$ cat src/rtl/adc_linetrain.sv
// adc_linetrain: automatic per-line IODELAY/bitslip training sequencer for the ADC receive path
//
// Trains NLINES deserialised lines of SER bits one after another until each returns a
// stable word equal to its expected pattern. It first tries bitslips, then delay taps.
// Ports:
//   CLK     data clock (divided ADC clock)
//   RSTn    asynchronous active-low reset
//   START   level input; a rising edge in idle/done starts a training run
//   DATA    deserialised words, line k = DATA[SER*k +: SER]
//   PAT     expected word per line, same slicing as DATA
//   DRST    one-cycle IODELAY reset for all lines
//   DINC    one-cycle, one-hot IODELAY increment
//   BS      one-cycle, one-hot ISERDES bitslip
//   BUSY    training in progress
//   DONE    training finished; held until the next START edge
//   LOCKED  line k locked to PAT
//   FAILED  line k exhausted MAXTAP increments
//   TAPS    8-bit tap count of line k at lock or fail
module adc_linetrain #(
    parameter int NLINES    = 9,
    parameter int SER       = 6,
    parameter int NCHK      = 16,
    parameter int SLIP_WAIT = 4,
    parameter int INC_WAIT  = 4,
    parameter int MAXTAP    = 64
) (
    input  logic                 CLK,
    input  logic                 RSTn,
    input  logic                 START,
    input  logic [NLINES*SER-1:0] DATA,
    input  logic [NLINES*SER-1:0] PAT,
    output logic                 DRST,
    output logic [NLINES-1:0]    DINC,
    output logic [NLINES-1:0]    BS,
    output logic                 BUSY,
    output logic                 DONE,
    output logic [NLINES-1:0]    LOCKED,
    output logic [NLINES-1:0]    FAILED,
    output logic [NLINES*8-1:0]  TAPS
);
    localparam int MW = (NCHK > SLIP_WAIT) ? ((NCHK > INC_WAIT) ? NCHK : INC_WAIT)
                                           : ((SLIP_WAIT > INC_WAIT) ? SLIP_WAIT : INC_WAIT);
    localparam int CW = $clog2(MW + 1);
    localparam int LW = (NLINES > 1) ? $clog2(NLINES) : 1;
    localparam int SW = (SER > 1) ? $clog2(SER) : 1;

    typedef enum logic [2:0] {S_IDLE, S_RST, S_WAIT, S_CHECK, S_SLIP, S_INC, S_NEXT, S_FIN} state_t;

    state_t          state, nxt;
    logic [CW-1:0]   cnt;
    logic [LW-1:0]   ln;
    logic [7:0]      tap;
    logic [SW-1:0]   slips;
    logic [SER-1:0]  ref_w;
    logic            unstable;
    logic            start_q;
    logic [SER-1:0]  word, want;
    logic [NLINES-1:0] sel;
    logic            start_edge, last_chk, stable, match, last_line, tap_max, slip_ok;

    assign word       = DATA[int'(ln)*SER +: SER];
    assign want       = PAT[int'(ln)*SER +: SER];
    assign sel        = NLINES'(1) << ln;
    assign start_edge = START & ~start_q;
    assign last_chk   = cnt == CW'(NCHK - 1);
    // the last check word is folded in directly so the decision needs no extra cycle
    assign stable     = ~unstable & (word == ref_w);
    assign match      = ref_w == want;
    assign last_line  = ln == LW'(NLINES - 1);
    assign tap_max    = tap == 8'(MAXTAP);
    assign slip_ok    = slips != SW'(SER - 1);

    always_comb begin
        nxt = state;
        case (state)
            S_IDLE, S_FIN: nxt = start_edge ? S_RST : state;
            S_RST:         nxt = S_WAIT;
            S_WAIT:        nxt = (cnt == '0) ? S_CHECK : S_WAIT;
            S_CHECK:       nxt = !last_chk ? S_CHECK :
                                 (stable && match) ? S_NEXT :
                                 (stable && slip_ok) ? S_SLIP : S_INC;
            S_SLIP:        nxt = S_WAIT;
            S_INC:         nxt = tap_max ? S_NEXT : S_WAIT;
            S_NEXT:        nxt = last_line ? S_FIN : S_CHECK;
            default:       nxt = S_IDLE;
        endcase
    end

    always_ff @(posedge CLK or negedge RSTn) begin
        if (!RSTn) begin
            state    <= S_IDLE;
            // starts high so a START already high at reset release is not an edge
            start_q  <= 1'b1;
            cnt      <= '0;
            ln       <= '0;
            tap      <= '0;
            slips    <= '0;
            ref_w    <= '0;
            unstable <= 1'b0;
            DRST     <= 1'b0;
            DINC     <= '0;
            BS       <= '0;
            BUSY     <= 1'b0;
            DONE     <= 1'b0;
            LOCKED   <= '0;
            FAILED   <= '0;
            TAPS     <= '0;
        end else begin
            state   <= nxt;
            start_q <= START;
            DRST    <= nxt == S_RST;
            DINC    <= (nxt == S_INC && !tap_max) ? sel : '0;
            BS      <= (nxt == S_SLIP) ? sel : '0;
            BUSY    <= !(nxt == S_IDLE || nxt == S_FIN);
            DONE    <= nxt == S_FIN;
            case (state)
                S_IDLE, S_FIN: begin
                    if (start_edge) begin
                        LOCKED <= '0;
                        FAILED <= '0;
                        TAPS   <= '0;
                        ln     <= '0;
                        tap    <= '0;
                        slips  <= '0;
                    end
                end
                S_RST:  cnt <= CW'(INC_WAIT - 1);
                S_WAIT: cnt <= (cnt == '0) ? cnt : cnt - CW'(1);
                S_CHECK: begin
                    cnt <= cnt + CW'(1);
                    if (cnt == '0) begin
                        ref_w    <= word;
                        unstable <= 1'b0;
                    end else if (word != ref_w) begin
                        unstable <= 1'b1;
                    end
                    if (last_chk && stable && match) begin
                        LOCKED[ln]            <= 1'b1;
                        TAPS[int'(ln)*8 +: 8] <= tap;
                    end
                end
                S_SLIP: begin
                    slips <= slips + SW'(1);
                    cnt   <= CW'(SLIP_WAIT - 1);
                end
                S_INC: begin
                    if (tap_max) begin
                        FAILED[ln]            <= 1'b1;
                        TAPS[int'(ln)*8 +: 8] <= tap;
                    end else begin
                        tap   <= tap + 8'd1;
                        slips <= '0;
                        cnt   <= CW'(INC_WAIT - 1);
                    end
                end
                S_NEXT: begin
                    cnt <= '0;
                    if (!last_line) begin
                        ln    <= ln + LW'(1);
                        tap   <= '0;
                        slips <= '0;
                    end
                end
                default: ;
            endcase
        end
    end
endmodule
$ cat config.mk
export PLATFORM = sky130hd
export DESIGN_NAME = adc_linetrain
export DESIGN_NICKNAME = d
export VERILOG_FILES = /design/src/rtl/adc_linetrain.sv
export SDC_FILE = /design/constraint.sdc
export NUM_CORES = 1
export LEC_CHECK = 0
export CAP_MARGIN = 10
export CORE_UTILIZATION = 43
export DETAILED_ROUTE_END_ITERATION = 10
export MAX_ROUTING_LAYER = met4
export PLACE_DENSITY = 0.77
export SLEW_MARGIN = 20
export SYNTH_ARGS = -nofsm -noshare
export SYNTH_HDL_FRONTEND = slang
export SYNTH_SLANG_ARGS = --single-unit
export TNS_END_PERCENT = 5
$ cat constraint.sdc
create_clock -name CLK -period 3 [get_ports CLK]
set_input_delay 0.6 -clock CLK [delete_from_list [all_inputs] [get_ports CLK]]
set_output_delay 0.6 -clock CLK [all_outputs]
set_load 0.01 [all_outputs]
; Yosys cells after proc, flatten, opt, wreduce, memory -nomap -nowiden
; Index checks and enable logic that the tools add are counted.
[word_totals]
in_bits = 111
out_inout_bits = 111
regBits = 142
[op_classes]
add_sub_neg = 6
n_bitwise = 6
magnitude_cmp = 2
mul = 1
muxes = 38
reduce_logical = 31
shifts = 5
n_eq_ne = 24
[ops]
columns = operator, count
row1 = two-way mux 72 bit, 3
row2 = one-hot mux 72 bit (3 select lines), 1
row3 = bitwise mux 72 bit, 1
row4 = "variable shift 8 x 33 -> 72 bit, first input constant", 1
row5 = indexed part select 8 x 33 -> 72 bit, 1
row6 = indexed part select 54 x 32 -> 6 bit, 1
row7 = indexed part select 54 x 8 -> 6 bit, 1
row8 = two-way mux 9 bit, 5
row9 = one-hot mux 9 bit (2 select lines), 2
row10 = negation 7 -> 33 bit, 1
row11 = one-hot mux 5 bit (5 select lines), 1
row12 = two-way mux 8 bit, 3
row13 = one-hot mux 8 bit (3 select lines), 1
row14 = "equality test 3 bit, second input constant", 7
row15 = two-way mux 3 bit, 7
row16 = bitwise OR 9 bit, 2
row17 = one-hot mux 3 bit (6 select lines), 1
row18 = equality test 6 bit, 2
row19 = "inequality test 2 bit, second input constant", 6
row20 = one-hot mux 3 bit (4 select lines), 1
row21 = AND reduction 3 bit, 4
row22 = AND reduction 4 bit, 3
row23 = two-way mux 5 bit, 2
row24 = "left shift 1 x 4 -> 9 bit, first input constant", 1
row25 = other kinds (33), 55

; Depth between registers and ports, before layout
[logic_depth]
ltp_word = 12
depth_mapped = 14
mapped_depth_nobuf = 11

; Least setup slack after synthesis
; OpenSTA, ideal clock, no wires.
[synth_timing]
path_kind = input -> register
from = input DATA[47]
to = register TAPS[70]
required_time_ps = 2875
path_buffers = 1
path_slack_ps = -333
stages = 10
arrival_time_ps = 3208
setup_ps = 125
cell_sequence = mux4_2 -> and2_4 -> or4_4 -> a211oi_2 -> nand4_1 -> nor3_2 -> a21oi_2 -> buf_4 -> nor2_1 -> mux2_2
[synth_via]
elab_chain_cells = 7
[synth_lines]
columns = item, line_no
row1 = from (decl), 30  ; input logic [NLINES*SER-1:0] DATA,
row2 = indexed part select 54 x 32 -> 6 bit, 61  ; assign word = DATA[int'(ln)*SER +: SER];
row3 = equality test 6 bit, 67  ; assign stable = ~unstable & (word == ref_w);
row4 = AND 1 bit, 67
row5 = logical AND 1 bit (2 in series), 137  ; if (last_chk && stable && match) begin
row6 = inequality test 2 bit (no source line), n/a
row7 = AND reduction 4 bit (no source line), n/a
row8 = "to (signal, indexed assignment)", 139  ; TAPS[int'(ln)*8 +: 8] <= tap;
row9 = "to (signal, indexed assignment)", 149  ; TAPS[int'(ln)*8 +: 8] <= tap;
row10 = to (decl), 39  ; output logic [NLINES*8-1:0] TAPS
; No other way between the ends.
; A chain may end at the register's enable or synchronous reset.

; Worst setup path after layout
[layout_timing]
from = register ln[0]
to = register ln[3]
[layout_via]
elab_chain_cells = 3
[layout_lines]
columns = item, line_no
row1 = from (decl), 51  ; logic [LW-1:0] ln;
row2 = from (signal assigned), 159  ; ln <= ln + LW'(1);
row3 = adder 4 x 1 -> 4 bit or equality test 4 bit (tied branches), "159, 69"
row4 = two-way mux 4 bit or inequality test 2 bit (tied branches), n/a
row5 = one-hot mux 4 bit (2 select lines) or AND reduction 3 bit (tied branches), n/a
; Several ways; a longest one is shown, not always the timed one. The select of a mux whose other input is x is not followed.

==> metrics.txt <==
Fmax=309 MHz; crit-path cells=mux4_2 -> and2_4 -> or4_4 -> a211oi_4 -> and4_4 -> a31oi_4 -> or3_4 -> inv_4 -> buf_6 -> nor2_4 -> o22ai_1; Setup crit end kind=register; Clock Skews=0.00786 ns; Hold Crit Class=in -> async; final net count=1164; crit start category=register; WHS=0.0876 ns; CP Launch Point=ln[0]; # rows=48; Die Y-Extent=135 µm; Yosys top cell area share=0.466; critical path's largest stage delay=0.52 ns; Cell variety after synth=74; Worst VDD drop=0.440 mV; Crit Path Max Fanout=7; final WL=23.6 mm; Seq cells post-synth=142; R2R Path End=ln[3]; fin crit share=1.08; switching share of power=0.221; internal cell power=3.41 mW; Leak=4.93 nW; Main synth FF type=dfrtp_1; DR top layer=met4; final setup TNS=-10.68 ns; Async SR Flop Fraction=1.00; Port-buffer cells=221; area leader, netlist=dfrtp_1; WP data required=3.34 ns; worst-margin pin slew=0.670 ns; Clk pin slew, worst setup/hold paths=0.06 ns; CP max-delay cell=mux4_2; pin count of the biggest net entering global routing=60; register area share after synthesis=0.470; most frequent cells in the layout=clkdlybuf4s50_1, dfrtp_1, nand2_1; Chip Width=135 µm; first-pass GRT wire length=37.8 mm; CTS root buf=clkbuf_16; Post-Layout Inst Area=11500 µm²; Final Hold Viols=0; number of enable flip-flop cells after synthesis=0; R2R Setup Slk=-0.24 ns; CTS buffer count=17; drc violations=0; Ys Warns=0; DP Cell Count=1236; most common cell after layout, fill and taps aside=clkdlybuf4s50_1; initial antenna violation count=0; failing checks=negative setup slack; Core ar.=17200 µm²; Worst EP arrival=3.58 ns; fin crit period=3.24 ns; Layout Cells excl Fill=1274; status=complete, but fails checks; Relative slew margins=0.549; power density cells=382 nW/µm²; initial core utilization=0.439; RSZ-0062 raised after global routing=yes; crit path capture=ln[3]; CTS Hold Buffers Added=0; I/O Pins=222; all-layer global routing usage=0.278; met3 WL=1.18 mm; Crit Path Category=reg -> reg; total design power=4.38 mW; Reg power frac=0.446; final count of negative-setup-slack endpoints=90; clk sinks=142; Antenna Cells=0; H-tree depth=4; DR WL/cell=18.5 µm; FF-to-FF Start=ln[0]; routed via count=7113; Max Slew Vio Count=0; DP Area=10600 µm²; Via density=5.58; min setup slack post-route=-0.237 ns; Routed Antenna Nets=0; Clock power frac=0.480; GP Congestion=0.833; M1 wire length=10.1 mm; Max-Cap Viols=0; CTS Buffer Depth=2; DP HPWL=17.3 mm; met2 WL=11.8 mm; vias in the first global route=7113; Combinational Power Share=0.074; 1st-iter DRT viols=648; ranking of synthesized cells by area=dfrtp_1, nand2_1, mux4_2, mux2i_1, nor2_1; clk_lat worst skew=0.43 ns; worst r2r path cells=11; grt ovf=0; syn avg cell area=10.1 µm²; syn nets=877; Setup WS pre-CTS=-0.876 ns; Final Core Density=0.666; CTS tree=yes; synthesized area=7570 µm²; DIE AREA=18100 µm²; Net Sw Power=0.966 mW; layout cells sized above 1=0.196; Area Overhead vs Synth=51.6%; Post-Syn Instances=749; DRT Pass-1 Iters=6
-- critical path, delay by kind of cell (launching register included) --
| family | cells | cell delay [ns] |
|---|---|---|
| compound gates | 3 | 0.48 |
| buf+inv | 2 | 0.23 |
| flops | 1 | 0.46 |
| mux | 1 | 0.52 |
| simple gates | 5 | 1.46 |
-- final cells by class --
cell class / count / area (µm²)
clock buffers: 19 / 453
repair buffers: 310 / 3030
inverters: 37 / 141
flip-flops and latches: 142 / 3560
clock inverters: 13 / 139
fillers: 1304 / 5760
multi-input cells: 528 / 3870
well taps: 225 / 282
-- logic make-up (layout without fill, tap and decap cells) --
family	count (synthesis)	in the layout	synth area share
AND/OR/NAND/NOR	247	247	0.163
AO/OA/AOI/OAI	193	193	0.175
flip-flops	142	142	0.470
buffers and inverters	79	379	0.0453
multiplexers	62	62	0.108
adder cells (fa/ha/maj)	17	17	0.0291
XOR/XNOR	9	9	0.0104
-- sequential cells by signal (all words and copies together) (netlist names) --
name / flops
TAPS: 72
BS: 9
DINC: 9
FAILED: 9
LOCKED: 9
tap: 8
ref_w: 6
cnt: 5
ln: 4
slips: 3
state: 3
BUSY: 1
DONE: 1
DRST: 1
start_q: 1
unstable: 1
-- what timing repair did --
item                                    CTS  global route
pin swaps                                27            18
endpoints found under the setup margin  125           126
gates cloned                              0             1
resized for setup                        56            21
buffers inserted                          3             2
-- power by group through the flow --
stage | Sequential [mW] | Combinational [mW] | Clock [mW]
floorplan | 1.99 | 0.0707 | 0
global placement | 1.99 | 0.312 | 0
detailed placement | 1.99 | 0.318 | 0
CTS | 1.95 | 0.321 | 2.12
global route | 1.96 | 0.351 | 2.20
finish | 1.95 | 0.324 | 2.10
-- Yosys cell counts, types with 6 or more instances --
| cell type | number |
|---|---|
| nand4_1 | 7 |
| dfrtp_1 | 141 |
| nand2_1 | 94 |
| ha_1 | 16 |
| and4_1 | 7 |
| clkbuf_1 | 27 |
| nor2_1 | 66 |
| mux2_2 | 16 |
| o31ai_1 | 29 |
| a31oi_1 | 22 |
| a22o_1 | 27 |
| o22ai_1 | 6 |
| mux2i_1 | 29 |
| nor3_1 | 8 |
| and3_1 | 7 |
| nand3_1 | 9 |
| a21oi_1 | 24 |
| buf_2 | 7 |
| and2_1 | 6 |
| mux4_2 | 14 |
| xnor2_1 | 7 |
| o21ai_0 | 48 |
| inv_1 | 34 |
-- worst min path at each step --
stage          cells after the start   endpoint  slack, ns      start
2_1_floorplan                      0      BS[0]       0.30       RSTn
3_3_place_gp                       2  FAILED[2]       0.48  FAILED[2]
5_1_grt                            1   TAPS[54]       0.12       RSTn
3_5_place_dp                       2  FAILED[7]       0.49  FAILED[7]
4_1_cts                            1   TAPS[69]       0.10       RSTn
6_report                           1   TAPS[69]       0.09       RSTn
-- metal layers --
metal  track usage  up-vias
met2         0.447      254
met5             -        -
met1         0.367     3521
li1              -     3296
met4        0.0830        0
met3        0.0349       42
No activity file was read; power rests on OpenSTA's default activity.
